[src/rtl/wb_arbiter_rr2.sv]
// Two-master round-robin arbiter for a pipelined Wishbone slave with a bus-timeout watchdog.
// The grant is registered state only; forwarding and responses are combinational from that state.
module wb_arbiter_rr2 #(
  parameter int unsigned ADDR_W         = 32,
  parameter int unsigned DATA_W         = 32,
  parameter int unsigned TIMEOUT_CYCLES = 1024,
  parameter int unsigned CNT_W          = 16,
  localparam int unsigned SEL_W         = DATA_W / 8
) (
  input  logic              clk,
  input  logic              rst,

  input  logic              m0_cyc_i,
  input  logic              m0_stb_i,
  input  logic              m0_we_i,
  input  logic [SEL_W-1:0]  m0_sel_i,
  input  logic [ADDR_W-1:0] m0_adr_i,
  input  logic [DATA_W-1:0] m0_dat_i,
  output logic [DATA_W-1:0] m0_dat_o,
  output logic              m0_ack_o,
  output logic              m0_err_o,
  output logic              m0_stall_o,

  input  logic              m1_cyc_i,
  input  logic              m1_stb_i,
  input  logic              m1_we_i,
  input  logic [SEL_W-1:0]  m1_sel_i,
  input  logic [ADDR_W-1:0] m1_adr_i,
  input  logic [DATA_W-1:0] m1_dat_i,
  output logic [DATA_W-1:0] m1_dat_o,
  output logic              m1_ack_o,
  output logic              m1_err_o,
  output logic              m1_stall_o,

  output logic              s_cyc_o,
  output logic              s_stb_o,
  output logic              s_we_o,
  output logic [SEL_W-1:0]  s_sel_o,
  output logic [ADDR_W-1:0] s_adr_o,
  output logic [DATA_W-1:0] s_dat_o,
  input  logic [DATA_W-1:0] s_dat_i,
  input  logic              s_ack_i,
  input  logic              s_stall_i
);

  typedef enum logic [1:0] {
    IDLE  = 2'd0,
    BUSY0 = 2'd1,
    BUSY1 = 2'd2,
    ABORT = 2'd3
  } state_e;

  localparam bit              WDOG_EN  = (TIMEOUT_CYCLES != 0);
  localparam logic [CNT_W-1:0] TMO_LAST =
    CNT_W'((TIMEOUT_CYCLES == 0) ? 0 : TIMEOUT_CYCLES - 1);

  state_e             state_q, state_d;
  logic               last_grant_q, last_grant_d;
  logic [CNT_W-1:0]   tmo_cnt_q, tmo_cnt_d;

  logic               own_cyc;
  logic               other_cyc;

  always_ff @(posedge clk) begin
    if (rst) begin
      state_q      <= IDLE;
      last_grant_q <= 1'b1;
      tmo_cnt_q    <= '0;
    end else begin
      state_q      <= state_d;
      last_grant_q <= last_grant_d;
      tmo_cnt_q    <= tmo_cnt_d;
    end
  end

  // Cyc of the master currently holding the bus, and of the one waiting.
  always_comb begin
    own_cyc   = 1'b0;
    other_cyc = 1'b0;
    if (state_q == BUSY0) begin
      own_cyc   = m0_cyc_i;
      other_cyc = m1_cyc_i;
    end else if (state_q == BUSY1) begin
      own_cyc   = m1_cyc_i;
      other_cyc = m0_cyc_i;
    end
  end

  // last_grant always names the master that owns (or last owned) the bus,
  // so in ABORT it also identifies the offender.
  always_comb begin
    state_d      = state_q;
    last_grant_d = last_grant_q;
    tmo_cnt_d    = tmo_cnt_q;
    unique case (state_q)
      IDLE: begin
        tmo_cnt_d = '0;
        if (m0_cyc_i && m1_cyc_i) begin
          if (last_grant_q) begin
            state_d      = BUSY0;
            last_grant_d = 1'b0;
          end else begin
            state_d      = BUSY1;
            last_grant_d = 1'b1;
          end
        end else if (m0_cyc_i) begin
          state_d      = BUSY0;
          last_grant_d = 1'b0;
        end else if (m1_cyc_i) begin
          state_d      = BUSY1;
          last_grant_d = 1'b1;
        end
      end
      BUSY0, BUSY1: begin
        if (!own_cyc) begin
          tmo_cnt_d = '0;
          if (other_cyc) begin
            state_d      = (state_q == BUSY0) ? BUSY1 : BUSY0;
            last_grant_d = (state_q == BUSY0);
          end else begin
            state_d = IDLE;
          end
        end else if (s_ack_i) begin
          tmo_cnt_d = '0;
        end else if (WDOG_EN && (tmo_cnt_q == TMO_LAST)) begin
          state_d   = ABORT;
          tmo_cnt_d = '0;
        end else if (WDOG_EN) begin
          tmo_cnt_d = tmo_cnt_q + 1'b1;
        end
      end
      ABORT: begin
        state_d   = IDLE;
        tmo_cnt_d = '0;
      end
      default: begin
        state_d   = IDLE;
        tmo_cnt_d = '0;
      end
    endcase
  end

  always_comb begin
    s_cyc_o    = 1'b0;
    s_stb_o    = 1'b0;
    s_we_o     = 1'b0;
    s_sel_o    = '0;
    s_adr_o    = '0;
    s_dat_o    = '0;
    m0_ack_o   = 1'b0;
    m0_err_o   = 1'b0;
    m0_stall_o = 1'b1;
    m1_ack_o   = 1'b0;
    m1_err_o   = 1'b0;
    m1_stall_o = 1'b1;
    unique case (state_q)
      BUSY0: begin
        s_cyc_o    = m0_cyc_i;
        s_stb_o    = m0_stb_i;
        s_we_o     = m0_we_i;
        s_sel_o    = m0_sel_i;
        s_adr_o    = m0_adr_i;
        s_dat_o    = m0_dat_i;
        m0_stall_o = s_stall_i;
        m0_ack_o   = s_ack_i;
      end
      BUSY1: begin
        s_cyc_o    = m1_cyc_i;
        s_stb_o    = m1_stb_i;
        s_we_o     = m1_we_i;
        s_sel_o    = m1_sel_i;
        s_adr_o    = m1_adr_i;
        s_dat_o    = m1_dat_i;
        m1_stall_o = s_stall_i;
        m1_ack_o   = s_ack_i;
      end
      ABORT: begin
        m0_err_o = ~last_grant_q;
        m1_err_o = last_grant_q;
      end
      default: ;
    endcase
  end

  assign m0_dat_o = s_dat_i;
  assign m1_dat_o = s_dat_i;

endmodule

[config.mk]
export PLATFORM = sky130hd
export DESIGN_NAME = wb_arbiter_rr2
export DESIGN_NICKNAME = d
export VERILOG_FILES = /design/src/rtl/wb_arbiter_rr2.sv
export SDC_FILE = /design/constraint.sdc
export NUM_CORES = 1
export LEC_CHECK = 0
export ABC_AREA = 1
export CORE_AREA = 2 2 122 124
export CTS_BUF_LIST = sky130_fd_sc_hd__clkbuf_8
export CTS_CLUSTER_DIAMETER = 50
export DETAILED_ROUTE_END_ITERATION = 6
export DIE_AREA = 0 0 124 126
export SYNTH_ARGS = -nofsm -noshare
export SYNTH_HDL_FRONTEND = slang
export SYNTH_SLANG_ARGS = --single-unit
[constraint.sdc]
create_clock -name clk -period 4.1 [get_ports clk]
set_input_delay 0.41 -clock clk [delete_from_list [all_inputs] [get_ports clk]]
set_output_delay 0.41 -clock clk [all_outputs]
set_load 0.01 [all_outputs]
==> results of run 1 <==
-- power groups by stage --
stage | sequential (mW) | combinational [mW] | clock (mW)
floorplan | 0.211 | 0.851 | 0
global placement | 0.215 | 1.66 | 0
detailed placement | 0.215 | 1.66 | 0
CTS | 0.211 | 1.67 | 0.136
global route | 0.213 | 1.78 | 0.146
finish | 0.211 | 1.66 | 0.135
-- flip-flops by register name, summed over array words and instances (netlist names) --
signal and count:
last_grant_q 1, tmo_cnt_q 16, state_q 2
-- metrics by stage --
| stage | hold slack [ps] | area [um2] | total power [mW] | setup slack [ps] | util (%) |
|---|---|---|---|---|---|
| floorplan | 427.4 | 2456 | 1.062 | 2174 | - |
| global route | 495.5 | 4429 | 2.138 | 729.9 | 30.94 |
| detailed placement | 451.1 | 4380 | 1.874 | 1135 | 30.60 |
| CTS | 467.3 | 4429 | 2.021 | 847.6 | 30.94 |
| finish | 467.5 | 4429 | 2.002 | 835.2 | 30.94 |
| global placement | 442.4 | 4380 | 1.872 | 1127 | 30.60 |
-- cell usage in the layout (no fill, tap or decap) --
cell / count
clkdlybuf4s50_1: 222
a32o_1: 70
nand2_1: 42
inv_1: 24
nor2_1: 20
dfxtp_1: 19
nand3_1: 15
a21oi_1: 10
nor2_2: 10
xnor2_1: 5
nand4_1: 4
xor2_1: 4
ha_1: 4
clkbuf_8: 3
inv_2: 2
nand2_2: 2
o21ai_0: 2
ha_2: 2
buf_12: 2
o22ai_1: 1
nor2_4: 1
nand3_4: 1
a31oi_1: 1
nor3_4: 1
or2_2: 1
nor3_1: 1
or2_0: 1
clkinvlp_4: 1
buf_4: 1
-- path summary, 6_finish.rpt --
kind	startpoint	to	slack (ps)	cells past startpoint
worst min register to register	tmo_cnt_q[0]	tmo_cnt_q[0]	470	1
worst max register to register	state_q[1]	tmo_cnt_q[13]	1610	9
worst max-delay path	state_q[0]	s_dat_o[17]	840	5
worst min-delay path	tmo_cnt_q[0]	tmo_cnt_q[0]	470	1
-- area by class of cell --
type | instances | area [um2]
Fill cell | 1534 | 9884
Timing Repair Buffer | 225 | 2270
Multi-Input combinational cell | 198 | 1403
Sequential cell | 19 | 380.4
Tap cell | 184 | 230.2
Inverter | 26 | 97.59
Clock buffer | 3 | 41.29
Clock inverter | 1 | 7.507
-- layer usage --
layer | global-route usage [%] | vias to the layer above | part of all wire [%]
met2 | 28.28 | 215 | 36
met5 | 0 | - | 0
li1 | - | 1417 | -
met3 | 18.80 | 43 | 21
met1 | 27.40 | 1426 | 40
met4 | 7.138 | 0 | 3.4
-- kinds of logic (layout without fill, tap and decap cells) --
| family | after synthesis | count (layout) | synth area share (%) |
|---|---|---|---|
| compound gates | 84 | 84 | 31.48 |
| xor+xnor | 9 | 9 | 3.209 |
| flops | 19 | 19 | 15.49 |
| buf+inv | 114 | 255 | 27.61 |
| fa+ha+maj | 6 | 6 | 3.056 |
| simple gates | 99 | 99 | 19.15 |
==> metrics.txt, run 1 <==
clk sink count 19; Synth warnings 0; crit path max fanout 76; slew at the pin with the worst max-slew slack 831.3 ps; Cells after DPL 652; sequential share of power 10.5%; combinational power share 82.7%; PortBufs 222; CTS tree done; clock insertion delay at the later pin of the skew report 260 ps; FFs w/ async S/R, synth 0%; sequential-to-total area share from yosys stat 15.49%; layout cells sized above 1 5.720%; Ports 319; Sw Ratio 49.56%; dominant synthesized flop cell dfxtp_1; Mapped Nets 515; Sw Pwr 0.9922 mW; DP Wirelength 15730 um; GRT Util Overall 22.26%; Slew Limit Fails 0; Crit. End Element output port; period utilization 79.63%; unrepaired setup endpoints after global routing no; Synth area leaders a32o_1, buf_4, dfxtp_1, nand2_1, inv_1; Clk pwr share 6.7%; power per standard cell area 452.0 nW/um2; syn avg cell area 7.420 um2; CTS Buffer Depth 2; Tmin final 3265 ps; worst vdd ir 0.3602 mV; total number of vias 3101; largest net degree at the start of global routing 77; First-pass DRT Iterations 4; Hold Buf Count CTS 0; most frequent cells after synthesis a32o_1, buf_4, nand2_1; library cells used by synthesis 28; Crit-path slowest cell buf_4; Num CTS Buffers 3; Critical Path Max Stage Delay 610 ps; Die Height 126 um; Setup Skew 4.451 ps; clk slew on worst S/H paths 80 ps; most frequent cell after synthesis a32o_1; TNS Setup 0 ps; Largest delay share family, worst path buffers and inverters; die span in x 124 um; Starting Density 17.16%; Remaining DRCs 0; Syn-to-layout area delta 80.34%; number of global-route vias before repair 3116; Post-Syn Area 2456 um2; Worst slew margin 44.58%; first-pass GRT wire length 23670 um; HP Class reg -> reg; P_int 1.010 mW; Finish-stage setup viols 0; WL/cell 28.34 um; Vias/cell 4.727; GP Congestion 0.9433; Critical Path RT 3690 ps; # rows 44; Setup Fix Bufs, Post-CTS 0; cell count after synthesis 331; Die ar. 15620 um2; Non-Filler Instances 656; H-Tree Depth 1; Root Buffer clkbuf_8; total wire length 18590 um; # diodes 0; Yosys reg bits 19; outcome complete, no violations; Synth top area share 28.53%; CP Cell Sequence inv_1 -> ha_2 -> buf_4 -> a32o_1 -> clkdlybuf4s50_1; initial antenna violation count 0; Fin. Hold Viols 0; EDFF count, synth 0; Worst EP arrival 2850 ps; P_leak 1.510 nW; max_cap viols 0; critical path type reg -> out; fmax 0.3063 GHz; post-CTS resize count 0; Core ar. 14310 um2; worst path buffer plus inverter count 3; cell taking the most area after synthesis a32o_1; nets@finish 657; antenna viol nets, final 0; grt ovf 0; First DRT Iteration DRCs 220; CP Launch Type flop
No activity file was read; power rests on OpenSTA's default activity.
==> run 2, diff against run 1 <==
--- a/config.mk
+++ b/config.mk
@@ -6,11 +6,11 @@
 export NUM_CORES = 1
 export LEC_CHECK = 0
 export ABC_AREA = 1
-export CORE_AREA = 2 2 122 124
+export CORE_AREA = 2 2 123 125
 export CTS_BUF_LIST = sky130_fd_sc_hd__clkbuf_8
 export CTS_CLUSTER_DIAMETER = 50
 export DETAILED_ROUTE_END_ITERATION = 6
-export DIE_AREA = 0 0 124 126
+export DIE_AREA = 0 0 125 127
 export SYNTH_ARGS = -nofsm -noshare
 export SYNTH_HDL_FRONTEND = slang
 export SYNTH_SLANG_ARGS = --single-unit
==> constraint.sdc (replaced) <==
create_clock -name clk -period 3.2 [get_ports clk]
set_input_delay 0.32 -clock clk [delete_from_list [all_inputs] [get_ports clk]]
set_output_delay 0.32 -clock clk [all_outputs]
set_load 0.01 [all_outputs]
==> run 2 against run 1 <==
Against the previous run: sequential share of layout area is essentially flat; global-route usage is 3.4 points lower; non-clock buffer count increased by 1; register-to-register slack got worse by 660 ps; first-iteration DRC count decreased by 13%; critical path depth grew 2; total power grew 27%; clock power up 24%; design area rose by 0.28%; critical endpoint is now s_stb_o.
==> metrics.txt, run 2 (same netlist as run 1, synthesis figures left out) <==
max_cap viols 0 (unchanged); CTS tree done; Slew Limit Fails 0 (unchanged); initial antenna violation count 1 (+1); WL/cell 24.66 um (-13%); clk slew on worst S/H paths 70 ps (about the same); Remaining DRCs 0 (unchanged); grt ovf 0 (unchanged); TNS Setup 0 ps (unchanged); Vias/cell 4.805 (+1.7%); First-pass DRT Iterations 5 (+1); Setup Skew 1.711 ps (-2.740 ps); fin util 30.79% (-0.15 points); Post-Place Worst Slack 398.7 ps (-736.0 ps); Crit. End Element output port; layout cells sized above 1 6.342% (+0.62 points); antenna viol nets, final 0 (unchanged); largest net degree at the start of global routing 78 (+1.3%); Worst EP arrival 2820 ps (-30 ps); Syn-to-layout area delta 80.85%; Core ar. 14420 um2 (+0.77%); Num CTS Buffers 3 (unchanged); routed wl met2 6907 um (+4.2%); Worst slew margin 59.58% (+15 points); total number of vias 3157 (+1.8%); biggest regs tmo_cnt_q: 16 flops, state_q: 2 flops, last_grant_q: 1 flops; number of global-route vias before repair 3289 (+5.6%); most flop-heavy register tmo_cnt_q; Hold Buf Count CTS 0 (unchanged); top sig layer met4; M1 WL 7086 um (-4.1%); clock insertion delay at the later pin of the skew report 260 ps (about the same); Critical Path RT 2880 ps (-810 ps); crit path max fanout 38 (-50%); max reg flops 16 (unchanged); critical path type reg -> out; CP Launch Type flop; commonest cells after routing, fill and taps aside clkdlybuf4s50_1, a32o_1, nand2_1, inv_1, nor2_1; Ports 319 (unchanged); routed length on met3 1771 um (-55%); worst vdd ir 0.4430 mV (+23%); clk sink count 19 (unchanged); power per standard cell area 574.3 nW/um2 (+27%); Fin. Hold Viols 0 (unchanged); commonest non-fill, non-tap cell in the layout clkdlybuf4s50_1; # diodes 0 (unchanged); Starting Density 17.03% (-0.13 points); HP Class reg -> reg; Setup Fix Bufs, Post-CTS 0 (unchanged); nets@finish 658 (+0.15%); total wire length 16200 um (-13%); Finish-stage setup viols 0 (unchanged); GRT Util Overall 18.89% (-3.4 points); GP Congestion 0.8753 (-7.2%); unrepaired setup endpoints after global routing no; fmax 0.3185 GHz; # rows 44 (unchanged); H-Tree Depth 1 (unchanged); P_leak 1.530 nW (+1.3%); Die Height 127 um (+0.79%); first-pass GRT wire length 22040 um (-6.9%); Root Buffer clkbuf_8; period utilization 98.12%; Tmin final 3140 ps; Final Worst Setup Slack 60.22 ps (-775.0 ps); PortBufs 222 (unchanged); die span in x 125 um (+0.81%); DP Wirelength 13320 um (-15%); outcome complete, no violations; slew at the pin with the worst max-slew slack 606.3 ps (-225.0 ps); First DRT Iteration DRCs 192 (-13%); Die ar. 15880 um2 (+1.6%); CTS Buffer Depth 2 (unchanged)
[run 2: area by class of cell]
type,instances,area [um2]
Fill cell,1544,9982
Timing Repair Buffer,226,2286
Clock inverter,1,3.754
Sequential cell,19,380.4
Tap cell,184,230.2
Clock buffer,3,41.29
Multi-Input combinational cell,198,1403
Inverter,26,97.59
[run 2: worst paths after layout]
path         slack [ps]  depth (start not counted)         start       endpoint
max                  60                          7    state_q[0]        s_stb_o
min                 460                          1  tmo_cnt_q[0]   tmo_cnt_q[0]
max reg2reg         950                          7    state_q[1]  tmo_cnt_q[13]
min reg2reg         460                          1  tmo_cnt_q[0]   tmo_cnt_q[0]
[run 2: critical path: stages, from the launching register on]
cell and delay (ps):
dfxtp_1 330, inv_1 120, ha_1 330, nand2_1 130, inv_2 390, buf_12 280, a32o_1 320, clkdlybuf4s50_1 620
[run 2: timing repair]
| action | CTS | global route |
|---|---|---|
| setup endpoints to repair | 0 | 3 |
| endpoints found under the hold margin | 0 | 0 |
| resized for setup | 0 | 1 |
[run 2: power breakdown]
part           internal [mW]  leakage (nW)  switching (mW)
clock network         0.0854        0.0269          0.0814
logic                  0.965          1.35            1.15
registers              0.254         0.154          0.0163
total                   1.30          1.53            1.25
[run 2: routing by layer]
| layer | GRT usage [%] | vias up |
|---|---|---|
| li1 | - | 1423 |
| met1 | 26.14 | 1481 |
| met2 | 28.36 | 214 |
| met3 | 5.695 | 39 |
| met4 | 5.556 | 0 |
| met5 | 0 | - |
[run 2: stage by stage]
step / instances / hold slack, ps / area, um2 / total power [mW]
floorplan: 331 / 427.4 / 2456 / 1.361
global placement: 653 / 436.0 / 4393 / 2.354
detailed placement: 653 / 441.2 / 4393 / 2.366
CTS: 657 / 461.3 / 4438 / 2.551
global route: 657 / 496.3 / 4442 / 2.701
finish: 657 / 458.9 / 4442 / 2.551
==> run 3, diff against run 2 <==
==> constraint.sdc (replaced) <==
create_clock -name clk -period 3.2 [get_ports clk]
set_input_delay 0.32 -clock clk [delete_from_list [all_inputs] [get_ports clk]]
set_output_delay 0.32 -clock clk [all_outputs]
set_load 0.02 [all_outputs]
==> run 3 against run 2 <==
Against the previous run: die area is the same; count of clock-buffer cells in the layout is the same; utilization grew 1.0 points; first-iteration DRC count shrank 18%; combinational power grew 18%; clock power is essentially flat; sequential power is essentially flat; critical path depth is the same; cell count grew 0.30%; via count shrank 2.3%; highest routed layer unchanged.
==> metrics.txt, run 3 (same netlist as run 1, synthesis figures left out) <==
outcome complete, no violations; number of global-route vias before repair 3207 (-2.5%); Slew Limit Fails 0 (unchanged); worst vdd ir 0.4884 mV (+10%); antenna viol nets, final 0 (unchanged); CP Launch Type flop; slew at the pin with the worst max-slew slack 427.1 ps (-179.1 ps); commonest non-fill, non-tap cell in the layout clkdlybuf4s50_1; max reg flops 16 (unchanged); Root Buffer clkbuf_8; Tmin final 2923 ps (-216.8 ps); Setup Skew 1.756 ps (+0.04471 ps); # diodes 0 (unchanged); Finish-stage setup viols 0 (unchanged); # rows 44 (unchanged); HP Class reg -> reg; clock insertion delay at the later pin of the skew report 250 ps (about the same); clk slew on worst S/H paths 70 ps (about the same); power per standard cell area 634.6 nW/um2 (+10%); commonest cells after routing, fill and taps aside clkdlybuf4s50_1, a32o_1, nand2_1, inv_1, nor2_1; Vias/cell 4.680 (-2.6%); GR Util met2 27.30% (-1.1 points); Crit. End Element output port; fin util 31.84% (+1.0 points); nets@finish 660 (+0.30%); Syn-to-layout area delta 86.96%; layout cells sized above 1 12.21% (+5.9 points); CTS tree done; CTS Buffer Depth 2 (unchanged); crit path max fanout 26 (-32%); H-Tree Depth 1 (unchanged); initial antenna violation count 0 (-1); GP Congestion 0.8571 (-2.1%); unrepaired setup endpoints after global routing no; M1 GR Usage 18.95% (-7.2 points); Fin. Hold Viols 0 (unchanged); total number of vias 3084 (-2.3%); filler instances 1494 (-3.2%); P_leak 1.634 nW (+6.8%); Starting Density 17.03% (unchanged); Ports 319 (unchanged); Reg area 380.4 um2 (unchanged); Worst slew margin 71.48% (+12 points); Remaining DRCs 0 (unchanged); First-pass DRT Iterations 5 (unchanged); critical path type reg -> out; Worst EP arrival 2600 ps (-220 ps); period utilization 91.34% (-6.8 points); grt ovf 0 (unchanged); DP Wirelength 12510 um (-6.1%); Hold Buf Count CTS 0 (unchanged); die span in x 125 um (unchanged); PortBufs 222 (unchanged); total wire length 15060 um (-7.1%); Setup Fix Bufs, Post-CTS 0 (unchanged); TNS Setup 0 ps (unchanged); Critical Path RT 2880 ps (about the same); Die Height 127 um (unchanged); first-pass GRT wire length 20760 um (-5.8%); largest net degree at the start of global routing 78 (unchanged); WL/cell 22.85 um (-7.4%); clk sink count 19 (unchanged); Die ar. 15880 um2 (unchanged); post-CTS resize count 0 (unchanged); most flop-heavy register tmo_cnt_q; GRT Util Overall 17.57% (-1.3 points); biggest regs tmo_cnt_q: 16 flops, state_q: 2 flops, last_grant_q: 1 flops; gr busiest metal met2; max_cap viols 0 (unchanged); met3 track demand over resource 12.81% (+7.1 points); Num CTS Buffers 3 (unchanged); Core ar. 14420 um2 (unchanged); multi-input logic area 1403 um2 (unchanged); First DRT Iteration DRCs 157 (-18%); fmax 0.3421 GHz (+7.4%)
-- run 3: cell types whose count changed in the layout (fill, tap and decap cells not counted), sizes merged --
cell / delta
inv: -1
clkinv: +1
clkdlybuf4s50: -25
buf: +27
-- run 3: cell type report --
cell class,count,share of cell area (%)
repair buffers,228,53.02
well taps,184,5.014
clock inverters,1,0.1090
clock buffers,3,0.8992
flip-flops and latches,19,8.283
multi-input cells,198,30.55
inverters,26,2.125
-- run 3: final timing paths --
path                                   start           end  slack, ps  cells after the start
worst max-delay path              state_q[1]   s_adr_o[19]        280                      7
worst min-delay path            tmo_cnt_q[0]  tmo_cnt_q[0]        460                      1
worst max register to register    state_q[1]  last_grant_q       1100                     10
worst min register to register  tmo_cnt_q[0]  tmo_cnt_q[0]        460                      1
-- run 3: per-layer routing --
layer  up-vias  share of wire, %  wire, um
met5         -                 0         0
met2       181                44      6552
met1      1437                36      5387
li1       1425                 -         -
met3        41                18      2666
met4         0               3.0       449
-- run 3: through the flow --
step,cells,total power [mW],cell area (um2),hold slack (ps),setup WS (ps)
finish,659,2.914,4592,464.9,277.1
global route,659,3.120,4592,495.2,123.1
CTS,659,2.954,4592,475.4,254.3
detailed placement,655,2.772,4546,454.9,548.7
global placement,655,2.731,4546,437.9,605.2
floorplan,331,1.610,2456,427.4,1294
-- run 3: power by group --
part	switching (mW)	internal, mW	total [mW]
clock network	0.0802	0.0865	0.167
registers	0.0154	0.254	0.270
logic	1.38	1.09	2.48
-- run 3: critical path, stage by stage, from the launching register on --
cell and delay (ps):
dfxtp_1 360, inv_1 100, ha_2 370, nand2_1 90, inv_2 340, buf_12 230, a32o_1 200, clkdlybuf4s50_1 640
